==> src/rtl/fetch_pkg.sv <==
// rtl/fetch_pkg.sv - shared types and constants for the fetch sequencer
package fetch_pkg;

    typedef enum logic [1:0] {
        IDLE   = 2'd0,
        RUN    = 2'd1,
        HALTED = 2'd2
    } fetch_state_t;

    localparam logic [31:0] EBREAK_WORD     = 32'h0010_0073;
    localparam int          FETCH_BUF_DEPTH = 2;

endpackage

==> src/rtl/fetch_buffer.sv <==
// rtl/fetch_buffer.sv - two-entry {pc, instr} FIFO with push, pop and flush
module fetch_buffer
    import fetch_pkg::*;
#(
    parameter int WIDTH = 32
) (
    input  logic             clk,
    input  logic             reset,
    input  logic             flush,
    input  logic             push,
    input  logic             pop,
    input  logic [WIDTH-1:0] push_pc,
    input  logic [WIDTH-1:0] push_instr,
    output logic [1:0]       count,
    output logic             full,
    output logic [WIDTH-1:0] head_pc,
    output logic [WIDTH-1:0] head_instr
);

    localparam logic [1:0] DEPTH_CNT = 2'(FETCH_BUF_DEPTH);

    // Entry 0 is always the head; vacated entries are zeroed so an empty
    // head reads as zero without extra output muxing.
    logic [WIDTH-1:0] pc_q    [FETCH_BUF_DEPTH];
    logic [WIDTH-1:0] instr_q [FETCH_BUF_DEPTH];
    logic [WIDTH-1:0] pc_n    [FETCH_BUF_DEPTH];
    logic [WIDTH-1:0] instr_n [FETCH_BUF_DEPTH];
    logic [1:0]       count_q;
    logic [1:0]       count_n;
    logic             do_pop;
    logic             do_push;

    assign do_pop  = pop && (count_q != 2'd0);
    assign do_push = push && ((count_q != DEPTH_CNT) || do_pop);

    // Next-state: flush wins, otherwise shift out the head then append.
    always_comb begin
        pc_n    = pc_q;
        instr_n = instr_q;
        count_n = count_q;
        if (flush) begin
            for (int i = 0; i < FETCH_BUF_DEPTH; i++) begin
                pc_n[i]    = '0;
                instr_n[i] = '0;
            end
            count_n = 2'd0;
        end else begin
            if (do_pop) begin
                pc_n[0]    = pc_q[1];
                instr_n[0] = instr_q[1];
                pc_n[1]    = '0;
                instr_n[1] = '0;
                count_n    = count_q - 2'd1;
            end
            if (do_push) begin
                pc_n[count_n[0]]    = push_pc;
                instr_n[count_n[0]] = push_instr;
                count_n             = count_n + 2'd1;
            end
        end
    end

    // Storage registers, cleared asynchronously on reset.
    always_ff @(posedge clk or posedge reset) begin
        if (reset) begin
            for (int i = 0; i < FETCH_BUF_DEPTH; i++) begin
                pc_q[i]    <= '0;
                instr_q[i] <= '0;
            end
            count_q <= 2'd0;
        end else begin
            pc_q    <= pc_n;
            instr_q <= instr_n;
            count_q <= count_n;
        end
    end

    assign count      = count_q;
    assign full       = (count_q == DEPTH_CNT);
    assign head_pc    = pc_q[0];
    assign head_instr = instr_q[0];

endmodule

==> src/rtl/fetch_sequencer.sv <==
// rtl/fetch_sequencer.sv - IF-stage PC, fetch FSM and buffered decode handoff
module fetch_sequencer
    import fetch_pkg::*;
#(
    parameter int               WIDTH    = 32,
    parameter logic [WIDTH-1:0] RESET_PC = '0
) (
    input  logic             clk,
    input  logic             reset,
    input  logic             enable,
    output logic [WIDTH-1:0] imem_address,
    input  logic [WIDTH-1:0] imem_instruction,
    input  logic             redirect_valid,
    input  logic [WIDTH-1:0] redirect_pc,
    output logic             if_valid,
    input  logic             if_ready,
    output logic [WIDTH-1:0] if_pc,
    output logic [WIDTH-1:0] if_instruction,
    output logic             halted
);

    logic [WIDTH-1:0] pc_q;
    fetch_state_t     state_q;
    logic             halted_q;
    logic [1:0]       buf_count;
    logic             buf_full;
    logic             pop_en;
    logic             push_en;
    logic             is_ebreak;
    logic [WIDTH-1:0] redirect_target;

    assign if_valid        = (buf_count != 2'd0);
    assign pop_en          = if_valid && if_ready;
    // A redirect discards both the pop and the push of its cycle.
    assign push_en         = (state_q == RUN) && !redirect_valid && (!buf_full || pop_en);
    assign is_ebreak       = (imem_instruction == WIDTH'(EBREAK_WORD));
    assign redirect_target = redirect_pc & ~WIDTH'(3);

    fetch_buffer #(
        .WIDTH(WIDTH)
    ) u_buf (
        .clk        (clk),
        .reset      (reset),
        .flush      (redirect_valid),
        .push       (push_en),
        .pop        (if_ready),
        .push_pc    (pc_q),
        .push_instr (imem_instruction),
        .count      (buf_count),
        .full       (buf_full),
        .head_pc    (if_pc),
        .head_instr (if_instruction)
    );

    // PC and fetch FSM; redirect has priority over every state transition.
    always_ff @(posedge clk or posedge reset) begin
        if (reset) begin
            pc_q     <= RESET_PC;
            state_q  <= IDLE;
            halted_q <= 1'b0;
        end else if (redirect_valid) begin
            pc_q <= redirect_target;
            case (state_q)
                HALTED: begin
                    state_q  <= RUN;
                    halted_q <= 1'b0;
                end
                RUN:     if (!enable) state_q <= IDLE;
                default: state_q <= state_q;
            endcase
        end else begin
            case (state_q)
                IDLE: if (enable) state_q <= RUN;
                RUN: begin
                    if (push_en && is_ebreak) begin
                        state_q  <= HALTED;
                        halted_q <= 1'b1;
                    end else begin
                        if (push_en) pc_q <= pc_q + WIDTH'(4);
                        if (!enable) state_q <= IDLE;
                    end
                end
                HALTED:  state_q <= HALTED;
                default: state_q <= IDLE;
            endcase
        end
    end

    assign imem_address = pc_q;
    assign halted       = halted_q;

endmodule

==> config.mk <==
export PLATFORM = sky130hd
export DESIGN_NAME = fetch_sequencer
export DESIGN_NICKNAME = d
export VERILOG_FILES = /design/src/rtl/fetch_pkg.sv /design/src/rtl/fetch_buffer.sv /design/src/rtl/fetch_sequencer.sv
export SDC_FILE = /design/constraint.sdc
export NUM_CORES = 1
export LEC_CHECK = 0
export CORE_MARGIN = 5
export CORE_UTILIZATION = 53
export DETAILED_ROUTE_END_ITERATION = 12
export PLACE_DENSITY = 0.81
export REMOVE_ABC_BUFFERS = 1
export SLEW_MARGIN = 20
export SYNTH_ARGS = -nofsm -noshare
export SYNTH_HDL_FRONTEND = slang
export SYNTH_HIERARCHICAL = 1
export SYNTH_SLANG_ARGS = --single-unit
==> constraint.sdc <==
create_clock -name clk -period 6.78 [get_ports clk]
set_clock_uncertainty 0.15 [all_clocks]
set_input_delay 2.034 -clock clk [delete_from_list [all_inputs] [get_ports clk]]
set_output_delay 2.034 -clock clk [all_outputs]
set_load 0.02 [all_outputs]
==> results.cfg, run 1 <==
[outcome]
status = finished, final reports clean

[synthesis]
async_flop_share = 1.00
syn_area_um2 = 8770
synth_seq_cells = 163
ys_types = 60
netlist_instances = 858
syn_area_per_cell_um2 = 10.2
yosysWarnings = 6
synth_edf_count = 0
ys_seq_area_frac = 0.465
synth_ff_type = dfrtp_1

[power_and_ir_drop]
pwr_density_cell_nw_per_um2 = 328
p_int_mw = 2.24
total_leakage_power_nw = 4.60
switching_share = 0.356
p_sw_mw = 1.24
clockPowerShare = 0.300
combPwrFrac = 0.345
p_seq_frac = 0.354
peakVddDrop_v = 0.000248

[global_routing]
grt_overflow_total = 0
grt_pass1_vias = 7306
grt_first_pass_wirelength_mm = 39.2
grt_start_max_net_pins = 99
antenna_found_initial = 2
grtUsageTotal = 0.247

[worst_hold_path]
min_path_cells = 1
hold_class = reg2reg
hold_path_startpoint = u_buf/pc_q[14]
whs_endpoint = u_buf/pc_q[14]

[setup_path]
cp-start-kind = input port
crit_arrival_ns = 5.15
r2r_end = u_buf/instr_q[26]
r2r_start = u_buf/count[0]
crit_required_ns = 6.98
crit_slowest_cell = and3b_2
worstSetupPathType = in2reg
timing.reg2reg.setup_slack_ns = 3.23
critical_path.max_stage_delay_ns = 0.75
path_cells = clkdlybuf4s50_1 > o21ai_1 > a211o_1 > nor2_4 > buf_4 > and3b_2 > buf_4 > a22o_1
rr_worst_depth = 8
path_buf_inv = 3
critPathTopFamily = buffers and inverters
path_max_fanout = 33
end_kind = flip-flop
crit_path_frequent_cell = buf_4

[timing]
period_share = 0.730
drv_slew = 0
finalSetupViolCount = 0
fmax_mhz = 202
slew_headroom = 0.369
fin_setup_tns_ns = 0
period_minus_slack_ns = 4.95
worstMarginPinSlew_ns = 0.947
hold_ws_ns = 0.360
hold_viol = 0
rsz0062_at_grt = no

[drt]
drc_errors = 0
first_pass_iters = 5
vias_per_cell = 6.18
routed_wirelength_mm = 23.9
routedWlPerCell_um = 20.7
drtIter0Drc = 612
via_count = 7146
ant_nets = 0

[cts]
clock_sinks = 163
cts_hold_buffers = 0
cts_tree = done
cts_root_buf = clkbuf_16
clk_pin_slew_worst_paths_ns = 0.06
htree_levels = 4
post_cts_buffers = 0
cts.repair.resized = 0
cts_inserted_buffers = 17
cts_buffer_depth = 2
insertion_delay_ns = 0.43

[finish]
area_delta_synth_final_pct = 21.0
finalNetCount = 995
drive_gt1_frac = 0.0726
final_util = 0.647
layoutNonFillerInstCount = 1156
num_antenna_cells = 0

[placed_design]
hpwlAfterDp_mm = 14.7
gp_congestion = 0.789
dpl.cell_count = 1124
io_buffers = 162

[floorplanning]
fp.dieH_um = 139
io-pin-count = 167
rows = 47
die_area_um2 = 19200
die_w_um = 139
initial_utilization = 0.534
coreArea_um2 = 16400

[flow_run]
drv_cap = 0
worst reg2reg max path, stage by stage, from the launching register on:
cell	delay, ns
dfrtp_1	0.54
inv_1	0.11
ha_1	0.28
a211o_1	0.49
nor2_4	0.14
buf_4	0.34
and3b_2	0.75
buf_4	0.47
a22o_1	0.21
registers in the layout, indices dropped and copies added (netlist names):
register,cells
halted,1
imem_address,30
state_q,2
u_buf/count,2
u_buf/head_instr,32
u_buf/head_pc,32
u_buf/instr_q,32
u_buf/pc_q,32
layout by cell type (no fill, tap or decap), drive strengths merged, types with 11 or more instances in the layout:
master and count:
a221oi 64, dfrtp 163, and2 67, nor2 20
or4 11, nor3 11, nand3 18, a211oi 66
buf 15, clkbuf 18, a22o 64, nor2b 18
inv 76, nand4 11, clkdlybuf4s50 161, nand2 35
area by class of cell:
type / instances / area (um2)
fillers: 1281 / 5800
flip-flops and latches: 163 / 4080
multi-input cells: 492 / 3600
repair buffers: 176 / 1740
clock buffers: 18 / 439
inverters: 73 / 279
well taps: 220 / 275
clock inverters: 14 / 203
cell usage after synthesis (4+ instances only):
master	n	area (um2)
dfrtp_1	163	4080
inv_1	73	274
buf_4	69	518
and2_1	67	419
a211oi_1	66	495
a221oi_1	64	561
a22o_1	64	561
clkbuf_1	36	135
nand2_1	35	131
buf_2	22	110
nor2_1	20	75.1
nand3_1	18	90.1
nor2b_1	18	113
nor3_1	11	55.1
or4_1	11	82.6
a221o_1	9	90.1
a22oi_1	9	67.6
mux2i_1	8	80.1
nor4_1	8	50.1
buf_6	7	78.8
nand4_1	7	43.8
a21oi_1	5	25.0
a31oi_1	5	31.3
o31ai_1	5	37.5
and4_1	4	35.0
nor3b_1	4	30.0
kinds of logic after synthesis:
group / count (synthesis) / synth area share
AO/OA/AOI/OAI: 248 / 0.236
AND/OR/NAND/NOR: 224 / 0.153
buffers and inverters: 208 / 0.128
flip-flops: 163 / 0.465
multiplexers: 10 / 0.0121
adder cells (fa/ha/maj): 3 / 0.00428
other: 1 / 0.000428
XOR/XNOR: 1 / 0.000999
metrics by stage:
stage | area, um2 | worst slack [ns] | total power, mW
after floorplan | 7940 | -0.147 | 1.90
final | 10600 | 1.83 | 3.48
after global placement | 9970 | 1.54 | 2.42
after global routing | 10600 | 1.70 | 3.65
after CTS | 10600 | 1.88 | 3.49
after detailed placement | 9970 | 1.49 | 2.44
per-layer routing:
| layer | routed length (um) | track usage |
|---|---|---|
| met1 | 10400 | 0.341 |
| met2 | 11400 | 0.389 |
| met3 | 1660 | 0.0531 |
| met4 | 432 | 0.0881 |
| met5 | 15 | 0 |
power by group through the flow:
stage | Combinational (mW) | Sequential (mW) | Clock (mW)
after floorplan | 0.539 | 1.36 | 0
after global placement | 1.17 | 1.24 | 0
after detailed placement | 1.19 | 1.25 | 0
after CTS | 1.20 | 1.23 | 1.06
after global routing | 1.29 | 1.25 | 1.10
final | 1.20 | 1.23 | 1.04
worst max-delay path by stage:
| stage | startpoint | end | slack [ns] | depth (start not counted) |
|---|---|---|---|---|
| after floorplan | if_ready | u_buf/instr_q[0] | -0.15 | 5 |
| after global placement | if_ready | u_buf/pc_q[5] | 1.54 | 8 |
| after detailed placement | if_ready | u_buf/pc_q[7] | 1.49 | 8 |
| after CTS | if_ready | u_buf/instr_q[26] | 1.88 | 8 |
| after global routing | if_ready | u_buf/instr_q[26] | 1.70 | 8 |
| final | if_ready | u_buf/instr_q[26] | 1.83 | 8 |
Power figures use the tool's default switching activity.
==> run 2: changes to the inputs <==
--- a/config.mk
+++ b/config.mk
@@ -6,9 +6,9 @@
 export NUM_CORES = 1
 export LEC_CHECK = 0
 export CORE_MARGIN = 5
-export CORE_UTILIZATION = 53
+export CORE_UTILIZATION = 48
 export DETAILED_ROUTE_END_ITERATION = 12
-export PLACE_DENSITY = 0.81
+export PLACE_DENSITY = 0.78
 export REMOVE_ABC_BUFFERS = 1
 export SLEW_MARGIN = 20
 export SYNTH_ARGS = -nofsm -noshare
==> constraint.sdc (replaced) <==
create_clock -name clk -period 4.5 [get_ports clk]
set_clock_uncertainty 0.15 [all_clocks]
set_input_delay 1.35 -clock clk [delete_from_list [all_inputs] [get_ports clk]]
set_output_delay 1.35 -clock clk [all_outputs]
set_load 0.02 [all_outputs]
==> run 2 against run 1 <==
Compared with the run above: flip-flop and latch count did not move; clock-buffer cell count grew 5; final cell count rose by 1.0%; critical path depth decreased by 2; first-iteration DRC count decreased by 3.4%; non-clock buffer count rose by 4; final area rose by 0.16%; critical path type unchanged; critical endpoint is now imem_address[16]; highest routed layer is now met4.
==> results.cfg, run 2 (synthesized netlist as in run 1, its figures left out) <==
[outcome]
status = finished, final reports clean

[finish]
area_delta_synth_final_pct = 21.2
nFillCells = 1510
multi_input_area_um2 = 3600
regArea_um2 = 4080
final_area_um2 = 10600
num_antenna_cells = 0
finalNetCount = 999
layout_commonest_cell = dfrtp_1
drive_gt1_frac = 0.0724
final_cell_mix = dfrtp_1, clkdlybuf4s50_1, inv_1, a211oi_1, and2_1

[floorplanning]
fp.dieH_um = 145
coreArea_um2 = 18000
die_w_um = 145
rows = 49
die_area_um2 = 21100
initial_utilization = 0.488
io-pin-count = 167

[timing]
fmax_mhz = 279
slew_headroom = 0.462
period_minus_slack_ns = 3.59
period_share = 0.798
drv_slew = 0
hold_ws_ns = 0.343
worstMarginPinSlew_ns = 0.806
hold_viol = 0
fin_setup_tns_ns = 0
finalSetupViolCount = 0
rsz0062_at_grt = no

[placed_design]
io_buffers = 162
hpwlAfterDp_mm = 15.4
gp_congestion = 0.782
placed_area_um2 = 10000

[cts]
post_cts_buffers = 0
cts_root_buf = clkbuf_16
cts_hold_buffers = 0
htree_levels = 4
cts_tree = done
insertion_delay_ns = 0.42
cts_buffer_depth = 2
clock_sinks = 163
clk_pin_slew_worst_paths_ns = 0.07
cts_inserted_buffers = 17
cts.repair.resized = 0

[global_routing]
gr-usage-met1 = 0.317
grt_overflow_total = 0
gr-usage-met2 = 0.362
top_usage_layer = met2
grt_first_pass_wirelength_mm = 40.0
antenna_found_initial = 0
grtUsageTotal = 0.228
grt_start_max_net_pins = 115
grt_pass1_vias = 7297
met3_usage = 0.0493

[power_and_ir_drop]
p_int_mw = 3.30
combPwrFrac = 0.359
switching_share = 0.359
peakVddDrop_v = 0.000327
pwr_density_cell_nw_per_um2 = 484
p_sw_mw = 1.85
total_leakage_power_nw = 4.61
clockPowerShare = 0.279
p_seq_frac = 0.362

[setup_path]
r2r_start = u_buf/count[0]
r2r_end = u_buf/head_pc[18]
path_cells = clkdlybuf4s50_1 > nor4_1 > nand4_2 > o2111ai_2 > nor3_1 > a221o_1
crit_required_ns = 4.66
crit_arrival_ns = 3.74
crit_slowest_cell = nor4_1
path_max_fanout = 9
worstSetupPathType = in2reg
rr_worst_depth = 7
timing.reg2reg.setup_slack_ns = 1.52
critical_path.max_stage_delay_ns = 0.57
end_kind = flip-flop
cp-start-kind = input port

[drt]
routed_wirelength_mm = 24.6
drc_errors = 0
vias_per_cell = 6.21
drtIter0Drc = 591
via_count = 7257
first_pass_iters = 5
ant_nets = 0
routedWlPerCell_um = 21.1

[flow_run]
drv_cap = 0

[worst_hold_path]
whs_endpoint = halted
hold_class = reg2reg
min_path_cells = 2
hold_path_startpoint = halted
-- run 2: cell types whose count changed in the layout (fill, tap and decap cells not counted), sizes merged --
cell / delta
clkbuf: +5
buf: +4
inv: -3
bufinv: -2
clkinvlp: -1
-- run 2: final cells by class --
class	count	share of cell area
clock buffer	23	0.0450
clock inverter	8	0.00965
timing repair buffer	180	0.170
sequential	163	0.384
tap	229	0.0270
inverter	73	0.0263
multi-input combinational	492	0.339
-- run 2: stage by stage --
step	cells	util	worst slack, ns	power, mW
after floorplan	728	-	-1.74	2.86
after global placement	1137	0.559	0.536	3.68
after detailed placement	1137	0.559	0.527	3.72
after CTS	1168	0.592	0.972	5.17
after global routing	1168	0.592	0.705	5.39
final	1168	0.592	0.910	5.15
-- run 2: worst max-delay path by stage --
stage                       end                  from  cells after the start  slack, ns
5_1_grt        imem_address[16]  imem_instruction[29]                      6       0.70
6_report       imem_address[16]  imem_instruction[10]                      6       0.91
3_5_place_dp   imem_address[16]   imem_instruction[9]                      6       0.53
4_1_cts          u_buf/pc_q[22]              if_ready                      8       0.97
3_3_place_gp   imem_address[16]   imem_instruction[9]                      6       0.54
2_1_floorplan  u_buf/instr_q[0]              if_ready                      5      -1.74
-- run 2: per-layer routing --
metal,vias up,part of all wire,wire [um]
met4,0,0.015,374
met3,39,0.077,1880
li1,3247,-,-
met2,343,0.48,11700
met5,-,0,0
met1,3628,0.43,10600
-- run 2: critical path: cells and delay by family --
kind | cells | cell delay (ns)
AO/OA/AOI/OAI | 2 | 0.82
buffers and inverters | 1 | 0.46
AND/OR/NAND/NOR | 3 | 1.10
-- run 2: power groups by stage --
stage          sequential, mW  clock (mW)  combinational [mW]
5_1_grt                  1.90        1.53                1.96
3_3_place_gp             1.88           0                1.80
4_1_cts                  1.86        1.46                1.85
6_report                 1.86        1.44                1.85
3_5_place_dp             1.88           0                1.83
2_1_floorplan            2.04           0               0.813
==> run 3: changes to the inputs <==
--- a/config.mk
+++ b/config.mk
@@ -6,9 +6,9 @@
 export NUM_CORES = 1
 export LEC_CHECK = 0
 export CORE_MARGIN = 5
-export CORE_UTILIZATION = 48
+export CORE_UTILIZATION = 53
 export DETAILED_ROUTE_END_ITERATION = 12
-export PLACE_DENSITY = 0.78
+export PLACE_DENSITY = 0.81
 export REMOVE_ABC_BUFFERS = 1
 export SLEW_MARGIN = 20
 export SYNTH_ARGS = -nofsm -noshare
==> constraint.sdc (replaced) <==
create_clock -name clk -period 3.5 [get_ports clk]
set_clock_uncertainty 0.15 [all_clocks]
set_input_delay 1.05 -clock clk [delete_from_list [all_inputs] [get_ports clk]]
set_output_delay 1.05 -clock clk [all_outputs]
set_load 0.02 [all_outputs]
==> run 3 against run 2 <==
Compared with the run above: critical path depth increased by 1; routed wire length is 2.7% lower; setup slack got worse by 0.58 ns; global-route usage rose by 1.8 points; final area grew 1.3%; final cell count grew 0.34%; register-to-register slack lost 0.84 ns; clock-buffer cell count down 1; flip-flop and latch count did not move; critical path type unchanged; largest power group is now combinational logic.
==> results.cfg, run 3 (synthesized netlist as in run 1, its figures left out) <==
[outcome]
status = finished, final reports clean

[finish]
finalNetCount = 1012
area_delta_synth_final_pct = 22.8
final_area_um2 = 10800
drive_gt1_frac = 0.0851
final_cell_mix = dfrtp_1, clkdlybuf4s50_1, inv_1, a211oi_1, and2_1
layout_commonest_cell = dfrtp_1
num_antenna_cells = 0

[cts]
htree_levels = 4
clock_sinks = 163
cts_inserted_buffers = 17
cts_hold_buffers = 0
cts_root_buf = clkbuf_16
cts_tree = done
clk_pin_slew_worst_paths_ns = 0.06
cts.repair.resized = 0
cts_buffer_depth = 2
post_cts_buffers = 0
insertion_delay_ns = 0.42

[timing]
drv_slew = 0
period_minus_slack_ns = 3.17
rsz0062_at_grt = no
finalSetupViolCount = 0
period_share = 0.905
worstMarginPinSlew_ns = 0.814
hold_viol = 0
setup_slack_ns = 0.331
fmax_mhz = 316
slew_headroom = 0.458

[drt]
wl_met2_mm = 11.5
drc_errors = 0
routedWlPerCell_um = 20.4
first_pass_iters = 5
via_count = 7250
drtIter0Drc = 550
routed_wirelength_mm = 23.9
vias_per_cell = 6.19
ant_nets = 0
wl_met1_mm = 9.97
dr_wl_met3_mm = 1.92
routed.top_layer = met5

[floorplanning]
rows = 47
initial_utilization = 0.534
die_area_um2 = 19200
fp.dieH_um = 139
die_w_um = 139
io-pin-count = 167
coreArea_um2 = 16400

[placed_design]
io_buffers = 162
hpwlAfterDp_mm = 15.4
pre_cts_slack_ns = -0.133
placed_area_um2 = 10200
gp_congestion = 0.809

[power_and_ir_drop]
clockPowerShare = 0.284
peakVddDrop_v = 0.000590
power_mw = 6.69
total_leakage_power_nw = 4.69
p_sw_mw = 2.37
p_seq_frac = 0.358
combPwrFrac = 0.359
switching_share = 0.354
pwr_density_cell_nw_per_um2 = 621
p_int_mw = 4.32

[flow_run]
drv_cap = 0

[setup_path]
worstSetupPathType = in2reg
path_max_fanout = 12
rr_worst_depth = 7
end_kind = flip-flop
timing.reg2reg.setup_slack_ns = 0.68
r2r_start = u_buf/count[0]
r2r_end = u_buf/head_instr[4]
crit_arrival_ns = 3.33
crit_required_ns = 3.66
cp-start-kind = input port

[worst_hold_path]
whs_endpoint = halted
hold_path_startpoint = halted
hold_class = reg2reg
min_path_cells = 2

[global_routing]
grt_start_max_net_pins = 67
antenna_found_initial = 1
grt_first_pass_wirelength_mm = 38.8
grt_pass1_vias = 7287
grtUsageTotal = 0.246
grt_overflow_total = 0
==> run 3: cell count changes in the layout (fill, tap and decap cells not counted) <==
cell,change
buf_4,+10
buf_12,+3
clkinv_4,-2
bufinv_16,+1
clkbuf_8,-1
clkinv_2,+1
inv_6,+1
==> run 3: worst max-delay path by stage <==
stage | start | endpoint | slack [ns] | depth (start not counted)
final | imem_instruction[9] | imem_address[2] | 0.33 | 7
after global routing | imem_instruction[9] | imem_address[6] | 0.08 | 7
after CTS | imem_instruction[9] | imem_address[11] | 0.23 | 7
after detailed placement | imem_instruction[9] | imem_address[2] | -0.13 | 7
after global placement | imem_instruction[9] | imem_address[11] | -0.1 | 7
after floorplan | if_ready | u_buf/instr_q[0] | -2.44 | 5
==> run 3: worst max-delay path: stages <==
cell and delay [ns]:
clkdlybuf4s50_1 0.45, nor4_1 0.58, nand4_2 0.43, nor2_1 0.28, buf_4 0.22, nor4_1 0.06
a221o_1 0.26
==> run 3: per-layer routing <==
| metal | GRT usage | vias to the layer above |
|---|---|---|
| li1 | - | 3272 |
| met1 | 0.335 | 3557 |
| met2 | 0.395 | 367 |
| met3 | 0.0510 | 52 |
| met4 | 0.0865 | 2 |
| met5 | 0 | - |
==> run 3: per-stage QoR <==
| step | hold slack [ns] | utilization | TNS [ns] | instances |
|---|---|---|---|---|
| 2_1_floorplan | 0.323 | - | -456.13 | 728 |
| 3_3_place_gp | 0.324 | 0.620 | -0.553 | 1141 |
| 3_5_place_dp | 0.308 | 0.620 | -1.38 | 1141 |
| 4_1_cts | 0.332 | 0.656 | 0 | 1172 |
| 5_1_grt | 0.363 | 0.656 | 0 | 1172 |
| 6_report | 0.333 | 0.656 | 0 | 1172 |
==> run 3: power by group through the flow <==
| stage | Combinational [mW] | Sequential, mW | Clock, mW |
|---|---|---|---|
| after floorplan | 1.04 | 2.63 | 0 |
| after global placement | 2.32 | 2.41 | 0 |
| after detailed placement | 2.37 | 2.42 | 0 |
| after CTS | 2.38 | 2.39 | 1.92 |
| after global routing | 2.55 | 2.43 | 2.01 |
| final | 2.40 | 2.39 | 1.90 |
==> run 3: area by class of cell <==
class / instances / area, um2
Multi-Input combinational cell: 492 / 3600
Tap cell: 220 / 275
Timing Repair Buffer: 193 / 1940
Sequential cell: 163 / 4080
Fill cell: 1241 / 5640
Inverter: 73 / 279
Clock inverter: 9 / 129
Clock buffer: 22 / 464
